[src/rtl/mux4_scan_pkg.sv]
// Shared types and widths for the 4:1 mux scanner.
package mux4_scan_pkg;

   localparam int SEL_W  = 2;
   localparam int WORD_W = 4;
   localparam int CNT_W  = 4;

   typedef enum logic [1:0] {
      IDLE   = 2'd0,
      SETTLE = 2'd1,
      SAMPLE = 2'd2,
      DONE   = 2'd3
   } state_t;

endpackage

[src/rtl/mux4_scanner_if.sv]
// Result handshake between the scanner (master) and its consumer (slave).
// valid/ready: the master raises out_valid with out_data and holds both
// unchanged until a rising edge where out_valid & out_ready are both high;
// that edge transfers the word. out_valid never depends on out_ready.
interface mux4_scanner_if;
   import mux4_scan_pkg::*;

   logic              out_valid;
   logic              out_ready;
   logic [WORD_W-1:0] out_data;

   modport master (output out_valid, output out_data, input out_ready);
   modport slave  (input out_valid, input out_data, output out_ready);

endinterface

[src/rtl/mux4_scanner_settle_timer.sv]
// Counts the idle cycles a new mux select needs before it may be sampled.
// load clears the count; while en is high the count advances and done
// pulses on the last settle cycle. The count saturates instead of wrapping.
module settle_timer
   import mux4_scan_pkg::*;
#(
   parameter int SETTLE_CYCLES = 1
) (
   input  logic clk,
   input  logic rst_n,
   input  logic load,
   input  logic en,
   output logic done
);

   localparam logic [CNT_W-1:0] LAST = CNT_W'(SETTLE_CYCLES - 1);

   logic [CNT_W-1:0] cnt_q;
   logic [CNT_W-1:0] cnt_d;

   assign done = en && (cnt_q == LAST);

   // Next count: clear on load or when idle, advance until the last cycle.
   always_comb begin
      cnt_d = cnt_q;
      if (load) begin
         cnt_d = '0;
      end else if (!en) begin
         cnt_d = '0;
      end else if (!done) begin
         cnt_d = cnt_q + 1'b1;
      end
   end

   // Count register.
   always_ff @(posedge clk or negedge rst_n) begin
      if (!rst_n) begin
         cnt_q <= '0;
      end else begin
         cnt_q <= cnt_d;
      end
   end

endmodule

[src/rtl/mux4_scanner.sv]
// Walks a downstream 4:1 mux through selects 0..3, waits for each select to
// settle, samples the read-back bit and presents the assembled word on a
// valid/ready port. All outputs are registered.
module mux4_scanner
   import mux4_scan_pkg::*;
#(
   parameter int SETTLE_CYCLES = 1
) (
   input  logic             clk,
   input  logic             rst_n,
   input  logic             start,
   input  logic             abort,
   output logic [SEL_W-1:0] mux_sel,
   input  logic             mux_out,
   output logic             busy,
   output logic             start_drop,
   mux4_scanner_if.master   out_if,
   output state_t           dbg_state
);

   localparam logic [SEL_W-1:0] LAST_SEL = SEL_W'(WORD_W - 1);

   state_t            state_q, state_d;
   logic [SEL_W-1:0]  mux_sel_q, mux_sel_d;
   logic [WORD_W-1:0] word_q, word_d;
   logic [WORD_W-1:0] out_data_q, out_data_d;
   logic              busy_q, busy_d;
   logic              out_valid_q, out_valid_d;
   logic              start_drop_q, start_drop_d;
   logic              tmr_load, tmr_en, tmr_done;

   settle_timer #(
      .SETTLE_CYCLES (SETTLE_CYCLES)
   ) u_settle_timer (
      .clk   (clk),
      .rst_n (rst_n),
      .load  (tmr_load),
      .en    (tmr_en),
      .done  (tmr_done)
   );

   // Timer restarts on every entry into SETTLE and runs only while there.
   assign tmr_load = (state_d == SETTLE) && (state_q != SETTLE);
   assign tmr_en   = (state_q == SETTLE);

   // Next-state logic; abort overrides start and the handshake.
   always_comb begin
      state_d      = state_q;
      mux_sel_d    = mux_sel_q;
      word_d       = word_q;
      start_drop_d = start_drop_q;

      if (abort) begin
         state_d      = IDLE;
         mux_sel_d    = '0;
         word_d       = '0;
         start_drop_d = 1'b0;
      end else begin
         case (state_q)
            IDLE: begin
               if (start) begin
                  state_d   = SETTLE;
                  mux_sel_d = '0;
                  word_d    = '0;
               end
            end
            SETTLE: begin
               if (start) start_drop_d = 1'b1;
               if (tmr_done) state_d = SAMPLE;
            end
            SAMPLE: begin
               if (start) start_drop_d = 1'b1;
               word_d[mux_sel_q] = mux_out;
               if (mux_sel_q == LAST_SEL) begin
                  state_d = DONE;
               end else begin
                  state_d   = SETTLE;
                  mux_sel_d = mux_sel_q + 1'b1;
               end
            end
            DONE: begin
               if (out_if.out_ready) begin
                  mux_sel_d = '0;
                  word_d    = '0;
                  state_d   = start ? SETTLE : IDLE;
               end else if (start) begin
                  start_drop_d = 1'b1;
               end
            end
            default: begin
               state_d   = IDLE;
               mux_sel_d = '0;
            end
         endcase
      end

      // Registered outputs follow the next state.
      busy_d      = (state_d == SETTLE) || (state_d == SAMPLE);
      out_valid_d = (state_d == DONE);
      if (state_d == DONE) begin
         out_data_d = (state_q == DONE) ? out_data_q : word_d;
      end else begin
         out_data_d = '0;
      end
   end

   // State and output registers.
   always_ff @(posedge clk or negedge rst_n) begin
      if (!rst_n) begin
         state_q      <= IDLE;
         mux_sel_q    <= '0;
         word_q       <= '0;
         out_data_q   <= '0;
         busy_q       <= 1'b0;
         out_valid_q  <= 1'b0;
         start_drop_q <= 1'b0;
      end else begin
         state_q      <= state_d;
         mux_sel_q    <= mux_sel_d;
         word_q       <= word_d;
         out_data_q   <= out_data_d;
         busy_q       <= busy_d;
         out_valid_q  <= out_valid_d;
         start_drop_q <= start_drop_d;
      end
   end

   assign mux_sel          = mux_sel_q;
   assign busy             = busy_q;
   assign start_drop       = start_drop_q;
   assign out_if.out_valid = out_valid_q;
   assign out_if.out_data  = out_data_q;
   assign dbg_state        = state_q;

endmodule

[src/flat_wrapper.sv]
// flat-port wrapper written by rule: the top's interface ports become plain ports
module mux4_scanner_flat import mux4_scan_pkg::*;
#(
   parameter int SETTLE_CYCLES = 1
)
  (clk, rst_n, start, abort, mux_sel, mux_out, busy, start_drop, dbg_state, out_if_out_valid, out_if_out_data, out_if_out_ready);
  mux4_scanner_if out_if_i ();
  input  logic clk;
  input  logic rst_n;
  input  logic start;
  input  logic abort;
  output logic [SEL_W-1:0] mux_sel;
  input  logic mux_out;
  output logic busy;
  output logic start_drop;
  output state_t dbg_state;
  output wire logic [$bits(out_if_i.out_valid)-1:0] out_if_out_valid;
  output wire logic [$bits(out_if_i.out_data)-1:0] out_if_out_data;
  input wire logic [$bits(out_if_i.out_ready)-1:0] out_if_out_ready;
  assign out_if_out_valid = out_if_i.out_valid;
  assign out_if_out_data = out_if_i.out_data;
  assign out_if_i.out_ready = out_if_out_ready;
  mux4_scanner #(.SETTLE_CYCLES(SETTLE_CYCLES)) u_core (.clk(clk), .rst_n(rst_n), .start(start), .abort(abort), .mux_sel(mux_sel), .mux_out(mux_out), .busy(busy), .start_drop(start_drop), .out_if(out_if_i), .dbg_state(dbg_state));
endmodule
[config.mk]
export PLATFORM = sky130hd
export DESIGN_NAME = mux4_scanner_flat
export DESIGN_NICKNAME = d
export VERILOG_FILES = /design/src/rtl/mux4_scan_pkg.sv /design/src/rtl/mux4_scanner_if.sv /design/src/rtl/mux4_scanner_settle_timer.sv /design/src/rtl/mux4_scanner.sv /design/src/flat_wrapper.sv
export SDC_FILE = /design/constraint.sdc
export NUM_CORES = 1
export LEC_CHECK = 0
export ABC_AREA = 1
export CAP_MARGIN = 25
export CORE_MARGIN = 2
export CORE_UTILIZATION = 45
export CTS_BUF_LIST = sky130_fd_sc_hd__clkbuf_4 sky130_fd_sc_hd__clkbuf_8
export CTS_CLUSTER_SIZE = 20
export DETAILED_ROUTE_END_ITERATION = 8
export PLACE_DENSITY = 0.76
export REMOVE_ABC_BUFFERS = 1
export SLEW_MARGIN = 20
export SYNTH_ARGS = -nofsm -noshare
export SYNTH_HDL_FRONTEND = slang
export SYNTH_HIERARCHICAL = 1
export SYNTH_SLANG_ARGS = --single-unit
[constraint.sdc]
create_clock -name clk -period 3.5 [get_ports clk]
set_input_delay 0.7 -clock clk [delete_from_list [all_inputs] [get_ports clk]]
set_output_delay 0.7 -clock clk [all_outputs]
set_load 0.02 [all_outputs]
==> qor.yml, run 1 <==
timing:
  worst_pin_slew_ns: 0.845
  rsz0062_at_grt: "false"
  clock-skew-final_ns: 0.00850
  maxSlewViolCount: 0
  finalSetupViolations: 0
  holdWs_ns: 0.499
  final_hold_viol_count: 0
  fin_crit_sh_pct: 69.9
  period_needed_ns: 2.45
  finalSetupTns_ns: 0
  fmax_mhz: 409
  setup_slack_ns: 1.05
  max_slew_margin_pct: 43.5
grt:
  antenna_found_initial: 0
  grt_max_degree: 20
  grt_pass1_vias: 1034
  grt_overflow_total: 0
  grt.total_usage_pct: 16.9
  grt_pass1_wl_mm: 4.29
placed_design:
  gp_congestion: 0.837
  placed_cell_area_sq_um: 1390
  placement.setup.worst_slack_ns: 0.845
  io_buffers: 16
  hpwl_mm: 1.89
finish:
  num_antenna_cells: 0
  drive_gt1_share_pct: 7.95
  final_area_sq_um: 1420
  final_net_count: 196
  utilization_pct: 56.3
  area_growth_pct: 17.3
logic_synthesis:
  synth_seq_cells: 19
  synthesis.instances: 158
  ys_warn_count: 6
  muxShareOfSynthArea_pct: 0
  synth_common_cells: "39 x nand2_1, 24 x inv_1, 19 x dfrtp_1"
  synth_top_family_by_area: "simple AND/OR/NAND/NOR gates"
  synth-xor-area-share_pct: 0.724
  synthArstFlopShare_pct: 100
  synth_ff_type: "dfrtp_1"
  synth_most_common_cell: "nand2_1"
  synth_edf_count: 0
  netlist.area_leader.share_pct: 39.3
  synthSimpleGateAreaFrac_pct: 30.8
  ys_seq_area_share_pct: 39.3
  syn_avg_cell_area_sq_um: 7.66
  synth_top_area_cell: "dfrtp_1"
  syn_area_sq_um: 1210
  synth_cell_types: 20
  synth_compound_area_share_pct: 5.89
  synth_adder_area_share_pct: 13.4
  ys_top_cells_by_area: "dfrtp_1 39%, ha_1 13%, nand2_1 12%"
clock_network:
  holdBufCountCts: 0
  path_clk_slew_ns: 0.10
  clock-root-buffer: "clkbuf_4"
  cts_tree: "done"
  postCtsSetupRepairBufs: 0
  clk_path_buf_depth: 2
  post_cts_resized: 0
  clock_latency_ns: 0.29
  cts_sinks: 19
  htree_levels: 1
  cts_made_buffers: 3
drt:
  post-route-drc-count: 0
  wirelength_mm: 2.40
  wl_per_cell_um: 11.7
  dr.pass1.iters: 5
  dr_total_vias: 1077
  postRouteAntennaNets: 0
  vias_per_cell: 5.23
  drt_iter0_markers: 22
critical_path:
  cp.depth: 15
  crit_arrival_ns: 2.63
  critPathSlowestCell: "dfrtp_1"
  max_stage_delay_ns: 0.50
  path_max_fanout: 8
  cp_common_cell: "inv_1"
  cp_cell_sequence: "inv_1 -> ha_1 -> nand2_1 -> inv_1 -> nand2_2 -> inv_1 -> o21ai_0 -> nand2_1 -> a31oi_1 -> ha_1 -> inv_1 -> nor2_1 -> inv_1 -> nand4_1 -> nand2_1"
  crit_path_end_kind: "flip-flop"
  path_class: "reg -> reg"
  critical-path-top-delay-family: "simple AND/OR/NAND/NOR gates"
  cp.buffers_inverters: 5
  crit_path_start_kind: "flip-flop"
  required_ns: 3.68
  reg2reg_depth: 15
power:
  p_per_area_nw_per_um2: 590
  irDropWorstVdd_mv: 0.358
  p_leak_nw: 0.733
run_status:
  status: "complete, no violations"
floorplanning:
  die_w_um: 55.9
  initial_core_util_pct: 48.0
  die_y_um: 55.9
  die_area_sq_um: 3120
  io_pins: 17
  core-area_sq_um: 2520
  rows: 18
min_path:
  hold_depth: 2
  hold_class: "reg -> reg"
flow_run:
  cap_violations: 0
power by group:
group          total (mW)  internal [mW]  switching (mW)
clock               0.116         0.0519          0.0643
sequential          0.293          0.254          0.0394
combinational       0.427          0.162           0.265
total               0.837          0.468           0.369
area by class of cell:
type                       instances  area [sq um]
sequential                        19           475
tap                               30          37.5
fill                             242          1100
clock buffer                       4          30.0
multi-input combinational        111           616
timing repair buffer              16           160
inverter                          26           100
state kept, by name, indices dropped and copies added, names as in the netlist:
name / count
u_core/out_if.out_data: 4
u_core/u_settle_timer/cnt_q: 4
u_core/word_q: 4
u_core/dbg_state: 2
u_core/mux_sel: 2
u_core/busy: 1
u_core/out_if.out_valid: 1
u_core/start_drop: 1
through the flow:
stage / power (mW) / cells
finish: 0.837 / 206
global route: 0.913 / 206
CTS: 0.842 / 206
detailed placement: 0.723 / 202
global placement: 0.708 / 202
floorplan: 0.591 / 156
cells by family (layout without fill, tap and decap cells):
family | Yosys count | count (layout)
AND/OR/NAND/NOR | 83 | 83
buffers and inverters | 28 | 46
flip-flops | 19 | 19
AO/OA/AOI/OAI | 14 | 14
adder cells (fa/ha/maj) | 13 | 13
XOR/XNOR | 1 | 1
per-layer routing:
metal	vias to the layer above	share of wire (%)	routed length [um]	GRT usage (%)
met3	8	6.3	151	3.95
met2	41	47	1140	26.5
met5	-	0	0	0
met1	503	44	1060	23.1
li1	525	-	-	-
met4	0	2.0	47	5.78
tightest hold or removal path, stage by stage, from the launching register on:
cell,delay [ns]
dfrtp_1,0.36
nand2_1,0.06
nand2_1,0.06
layout by cell type (no fill, tap or decap):
cell type / n
xnor2_1: 1
clkbuf_4: 4
nor2_2: 2
nand4_1: 4
nor2_1: 16
a31oi_1: 1
o21ai_0: 4
inv_2: 1
a21oi_1: 7
nand3_1: 15
clkdlybuf4s50_1: 16
nand2_1: 39
and2_1: 1
inv_4: 1
o21ai_1: 2
inv_1: 24
nand2_2: 4
dfrtp_1: 19
nor2_4: 2
ha_1: 13
final timing paths:
check | from | to | slack, ns
worst max-delay path | u_core/dbg_state[1]$_DFF_PN0_ | u_core/u_settle_timer/cnt_q[1]$_DFFE_PN0P_ | 1.05
worst min-delay path | u_core/out_if.out_data[3]$_DFFE_PN0P_ | u_core/out_if.out_data[3]$_DFFE_PN0P_ | 0.50
worst max register to register | u_core/dbg_state[1]$_DFF_PN0_ | u_core/u_settle_timer/cnt_q[1]$_DFFE_PN0P_ | 1.05
worst min register to register | u_core/out_if.out_data[3]$_DFFE_PN0P_ | u_core/out_if.out_data[3]$_DFFE_PN0P_ | 0.50
max in group asynchronous | rst_n | u_core/busy$_DFF_PN0_ | 2.09
min in group asynchronous | rst_n | u_core/word_q[2]$_DFF_PN0_ | 0.88
(Power assumes the default switching activity.)
==> run 2: changes to the inputs <==
- PLACE_DENSITY: 0.76 -> 0.78
- clock period: 3.5 -> 2.1 ns (I/O delays scaled with it)
==> qor.yml, run 2 (synthesis results as in run 1) <==
run_status:
  status: "complete, no violations"
critical_path:
  crit_path_end_kind: "flip-flop"
  required_ns: 2.34
  crit_path_start_kind: "flip-flop"
  reg2reg_depth: 14
  r2r_start: "u_core/dbg_state[0]$_DFF_PN0_"
  crit_arrival_ns: 2.24
  path_max_fanout: 5
  path_class: "reg -> reg"
  crit_start: "u_core/dbg_state[0]$_DFF_PN0_"
grt:
  grt_pass1_wl_mm: 4.58
  grt_max_degree: 11
  grt_pass1_vias: 1119
  grt_overflow_total: 0
  grt.total_usage_pct: 18.1
  antenna_found_initial: 0
timing:
  maxSlewViolCount: 0
  finalSetupTns_ns: 0
  worst_pin_slew_ns: 0.483
  final_hold_viol_count: 0
  holdWs_ns: 0.440
  max_slew_margin_pct: 67.7
  finalSetupViolations: 0
  period_needed_ns: 2.00
  fmax_mhz: 500
  fin_crit_sh_pct: 95.2
  clock-skew-final_ns: 0.00426
  rsz0062_at_grt: "true"
placed_design:
  io_buffers: 16
  hpwl_mm: 1.97
  dp_cells: 214
  gp_congestion: 0.887
floorplanning:
  die_w_um: 55.9
  core-area_sq_um: 2520
  die_y_um: 55.9
  die_area_sq_um: 3120
  io_pins: 17
  initial_core_util_pct: 48.0
  rows: 18
finish:
  final_cell_mix: "39 x nand2_1, 20 x inv_1, 19 x dfrtp_1"
  nFillCells: 229
  final_net_count: 210
  instances_no_fill: 220
  drive_gt1_share_pct: 21.1
  area_growth_pct: 29.5
  num_antenna_cells: 0
  register_area_sq_um: 475
  utilization_pct: 62.1
  layout_commonest_cell: "nand2_1"
  multi_input_area_sq_um: 658
drt:
  post-route-drc-count: 0
  maxUsedRoutingLayer: "met4"
  wirelength_mm: 2.70
  wl_per_cell_um: 12.3
  dr.pass1.iters: 4
  drt_iter0_markers: 38
  route.met2.wl_mm: 1.34
  dr_total_vias: 1108
  drt-met1-wl_mm: 1.23
  routed-wl-met3_um: 102
  vias_per_cell: 5.04
  postRouteAntennaNets: 0
clock_network:
  clk_path_buf_depth: 2
  clock_latency_ns: 0.29
  path_clk_slew_ns: 0.10
  htree_levels: 1
  cts_made_buffers: 3
  cts_sinks: 19
  clock-root-buffer: "clkbuf_4"
  cts_tree: "done"
power:
  irDropWorstVdd_mv: 0.628
  power_mw: 1.60
  p_leak_nw: 0.794
  combPwrFrac_pct: 59.3
  p_per_area_nw_per_um2: 1020
  p_sw_share_pct: 43.9
  seq_power_share_pct: 28.5
  power_frac_clock_pct: 12.2
  power.switching_mw: 0.703
  internal-power_mw: 0.898
flow_run:
  cap_violations: 0
min_path:
  hold_class: "in -> async"
## run 2: cell types whose count changed in the layout (fill, tap and decap cells not counted), moves of 2 or more
cell / delta
buf_4: +14
ha_1: -4
ha_2: +4
inv_1: -4
inv_2: +4
nor2_1: -3
nor2_2: +2
o21ai_0: -2
o21ai_1: +2
## run 2: what timing repair did
item,CTS,global route
buffers inserted,0,2
endpoints found under the setup margin,5,8
gates resized for setup,1,16
hold buffers,0,0
pin swaps,0,2
## run 2: through the flow
step	worst slack (ns)	cell area, sq um
2_1_floorplan	-0.159	1190
3_3_place_gp	-0.00852	1480
3_5_place_dp	-0.0820	1480
4_1_cts	0.0104	1520
5_1_grt	-0.0523	1570
6_report	0.100	1570
## run 2: final cells by class
cell class | instances | share of cell area [%]
multi-input combinational | 111 | 42.0
clock buffer | 4 | 1.92
timing repair buffer | 30 | 16.9
tap | 30 | 2.40
sequential | 19 | 30.4
inverter | 26 | 6.39
## run 2: power groups by stage
stage / logic [mW] / registers [mW] / clock network [mW]
finish: 0.950 / 0.456 / 0.195
global route: 1.04 / 0.463 / 0.218
CTS: 0.834 / 0.453 / 0.203
detailed placement: 0.822 / 0.460 / 0
global placement: 0.801 / 0.459 / 0
floorplan: 0.449 / 0.536 / 0
## run 2: critical path: stages, from the launching register on
cell and delay [ns]:
dfrtp_1 0.40, buf_4 0.16, inv_1 0.11, ha_2 0.24
inv_1 0.09, nand4_1 0.10, nand2_1 0.07, nor2_2 0.17
inv_1 0.07, ha_2 0.17, inv_2 0.06, nor2_4 0.04
nor2_4 0.10, nand2_2 0.08, nor2_2 0.09
## run 2: worst paths after layout
check,to,slack (ns)
setup / recovery,u_core/u_settle_timer/cnt_q[3]$_DFFE_PN0P_,0.10
hold / removal,u_core/start_drop$_DFFE_PN0P_,0.44
setup reg to reg,u_core/u_settle_timer/cnt_q[3]$_DFFE_PN0P_,0.10
hold reg to reg,u_core/out_if.out_data[1]$_DFFE_PN0P_,0.49
max in group asynchronous,u_core/u_settle_timer/cnt_q[3]$_DFFE_PN0P_,1.15
min in group clk,u_core/out_if.out_data[1]$_DFFE_PN0P_,0.49
## run 2: layer usage
layer	track usage [%]	vias up
li1	-	557
met1	23.0	523
met2	30.8	24
met3	2.79	4
met4	7.48	0
met5	0	-
==> run 3: changes to the inputs <==
- CAP_MARGIN: 25 -> unset
- PLACE_DENSITY: 0.78 -> 0.79
- SYNTH_HIERARCHICAL: 1 -> unset
==> qor.yml, run 3 <==
critical_path:
  max_stage_delay_ns: 0.46
  cp_common_cell: "nand2_1"
  crit_arrival_ns: 2.18
  cp.buffers_inverters: 3
  path_class: "reg -> reg"
  cp_cell_sequence: "inv_1 -> ha_2 -> nand2_1 -> nand3_1 -> nand2_1 -> nand2_1 -> nand2_1 -> inv_1 -> ha_2 -> inv_1 -> nor2_4 -> nand3_1 -> nand2_1"
  crit_start: "u_core.dbg_state[0]$_DFF_PN0_"
  r2r_start: "u_core.dbg_state[0]$_DFF_PN0_"
  path_max_fanout: 6
  critPathSlowestCell: "dfrtp_2"
  required_ns: 2.35
  critical-path-top-delay-family: "simple AND/OR/NAND/NOR gates"
  crit_path_start_kind: "flip-flop"
  crit_path_end_kind: "flip-flop"
clock_network:
  cts_sinks: 19
  cts_tree: "done"
  clk_path_buf_depth: 2
  clock_latency_ns: 0.30
  htree_levels: 1
  cts_made_buffers: 3
  path_clk_slew_ns: 0.11
  holdBufCountCts: 0
  clock-root-buffer: "clkbuf_4"
floorplanning:
  io_pins: 17
  core-area_sq_um: 2430
  initial_core_util_pct: 46.6
  rows: 18
  die_area_sq_um: 2930
  die_y_um: 54.2
  die_w_um: 54.2
drt:
  post-route-drc-count: 0
  drt_iter0_markers: 24
  dr.pass1.iters: 6
  vias_per_cell: 5.05
  wl_per_cell_um: 11.5
  postRouteAntennaNets: 0
  wirelength_mm: 2.32
  dr_total_vias: 1015
timing:
  worst_pin_slew_ns: 0.245
  maxSlewViolCount: 0
  finalSetupViolations: 0
  clock-skew-final_ns: 0.00537
  fmax_mhz: 517
  final_hold_viol_count: 0
  period_needed_ns: 1.94
  finalSetupTns_ns: 0
  max_slew_margin_pct: 83.7
  rsz0062_at_grt: "false"
  fin_crit_sh_pct: 92.1
grt:
  grt_max_degree: 20
  grt_pass1_wl_mm: 3.72
  grt_overflow_total: 0
  antenna_found_initial: 0
  grt.total_usage_pct: 17.5
  grt_pass1_vias: 897
finish:
  area_growth_pct: 25.5
  final_cell_mix: "38 x nand2_1, 19 x inv_1, 18 x dfrtp_1"
  register_area_sq_um: 477
  drive_gt1_share_pct: 12.9
  utilization_pct: 58.4
  instances_no_fill: 201
  layout_commonest_cell: "nand2_1"
  final_area_sq_um: 1420
  nFillCells: 225
  num_antenna_cells: 0
  final_net_count: 190
  multi_input_area_sq_um: 587
logic_synthesis:
  synth_ff_type: "dfrtp_1"
  ys_warn_count: 0
  syn_area_sq_um: 1130
  syn_avg_cell_area_sq_um: 7.70
  synth_cell_types: 20
  ys_seq_area_share_pct: 42.0
  synth_edf_count: 0
  synth_most_common_cell: "nand2_1"
  synthesis.instances: 147
  netlist.area_leader.share_pct: 42.0
  synth_common_cells: "38 x nand2_1, 20 x inv_1, 19 x dfrtp_1"
  synth_top_area_cell: "dfrtp_1"
  ys_top_cells_by_area: "dfrtp_1 42%, ha_1 13%, nand2_1 13%"
  synthArstFlopShare_pct: 100
  synth_seq_cells: 19
placed_design:
  placed_cell_area_sq_um: 1360
  dp_cells: 196
  hpwl_mm: 1.77
  io_buffers: 16
  gp_congestion: 0.943
power:
  p_per_area_nw_per_um2: 565
  p_leak_nw: 0.720
  irDropWorstVdd_mv: 0.322
flow_run:
  cap_violations: 0
run_status:
  status: "complete, no violations"
min_path:
  hold_class: "in -> async"
-- run 3: changes by cell type after synthesis, sizes merged, moves of 2 or more --
cell	delta
nand4	-3
inv	-4
nor2	-2
nand2	-4
o21ai	+2
-- run 3: cell families after synthesis --
group | count (synthesis) | synth area share [%]
AND/OR/NAND/NOR | 74 | 27.5
buffers and inverters | 24 | 8.62
flip-flops | 19 | 42.0
AO/OA/AOI/OAI | 16 | 7.07
adder cells (fa/ha/maj) | 12 | 13.3
XOR/XNOR | 2 | 1.55
-- run 3: what timing repair did --
action                     4_1_cts  5_1_grt
buffers inserted                 0        1
setup endpoints to repair        0        4
gates resized for setup          0        9
-- run 3: path summary, 6_finish.rpt --
check | end | slack (ns) | cells after the start
max | u_core.out_if.out_data[1]$_DFFE_PN0P_ | 0.16 | 13
min | u_core.u_settle_timer.cnt_q[3]$_DFFE_PN0P_ | 0.44 | 2
max reg2reg | u_core.out_if.out_data[1]$_DFFE_PN0P_ | 0.16 | 13
min reg2reg | u_core.out_if.out_data[2]$_DFFE_PN0P_ | 0.49 | 2
max in group asynchronous | u_core.dbg_state[0]$_DFF_PN0_ | 1.45 | 2
min in group clk | u_core.out_if.out_data[2]$_DFFE_PN0P_ | 0.49 | 2
-- run 3: layout make-up --
type                       count  area share (%)
sequential                    19            33.5
inverter                      22            5.99
timing repair buffer          22            14.4
tap                           30            2.64
clock buffer                   4            2.11
multi-input combinational    104            41.3
-- run 3: power breakdown --
part,switching (mW),internal [mW]
registers,0.0103,0.380
clock network,0.118,0.0871
logic,0.119,0.0891
total,0.247,0.556
-- run 3: layer usage --
metal | part of all wire [%] | track usage, % | up-vias
met1 | 46 | 23.1 | 474
li1 | - | - | 506
met4 | 2.7 | 7.50 | 0
met3 | 3.7 | 2.50 | 7
met2 | 47 | 28.3 | 28
met5 | 0 | 0 | -
-- run 3: per-stage QoR --
| step | total power, mW | hold slack (ns) | setup slack, ns |
|---|---|---|---|
| after floorplan | 0.505 | 0.124 | 0.240 |
| after global placement | 0.588 | 0.464 | 0.0232 |
| after detailed placement | 0.590 | 0.468 | -0.0540 |
| after CTS | 0.793 | 0.455 | 0.00472 |
| after global routing | 0.843 | 0.457 | 0.0101 |
| final | 0.803 | 0.439 | 0.165 |
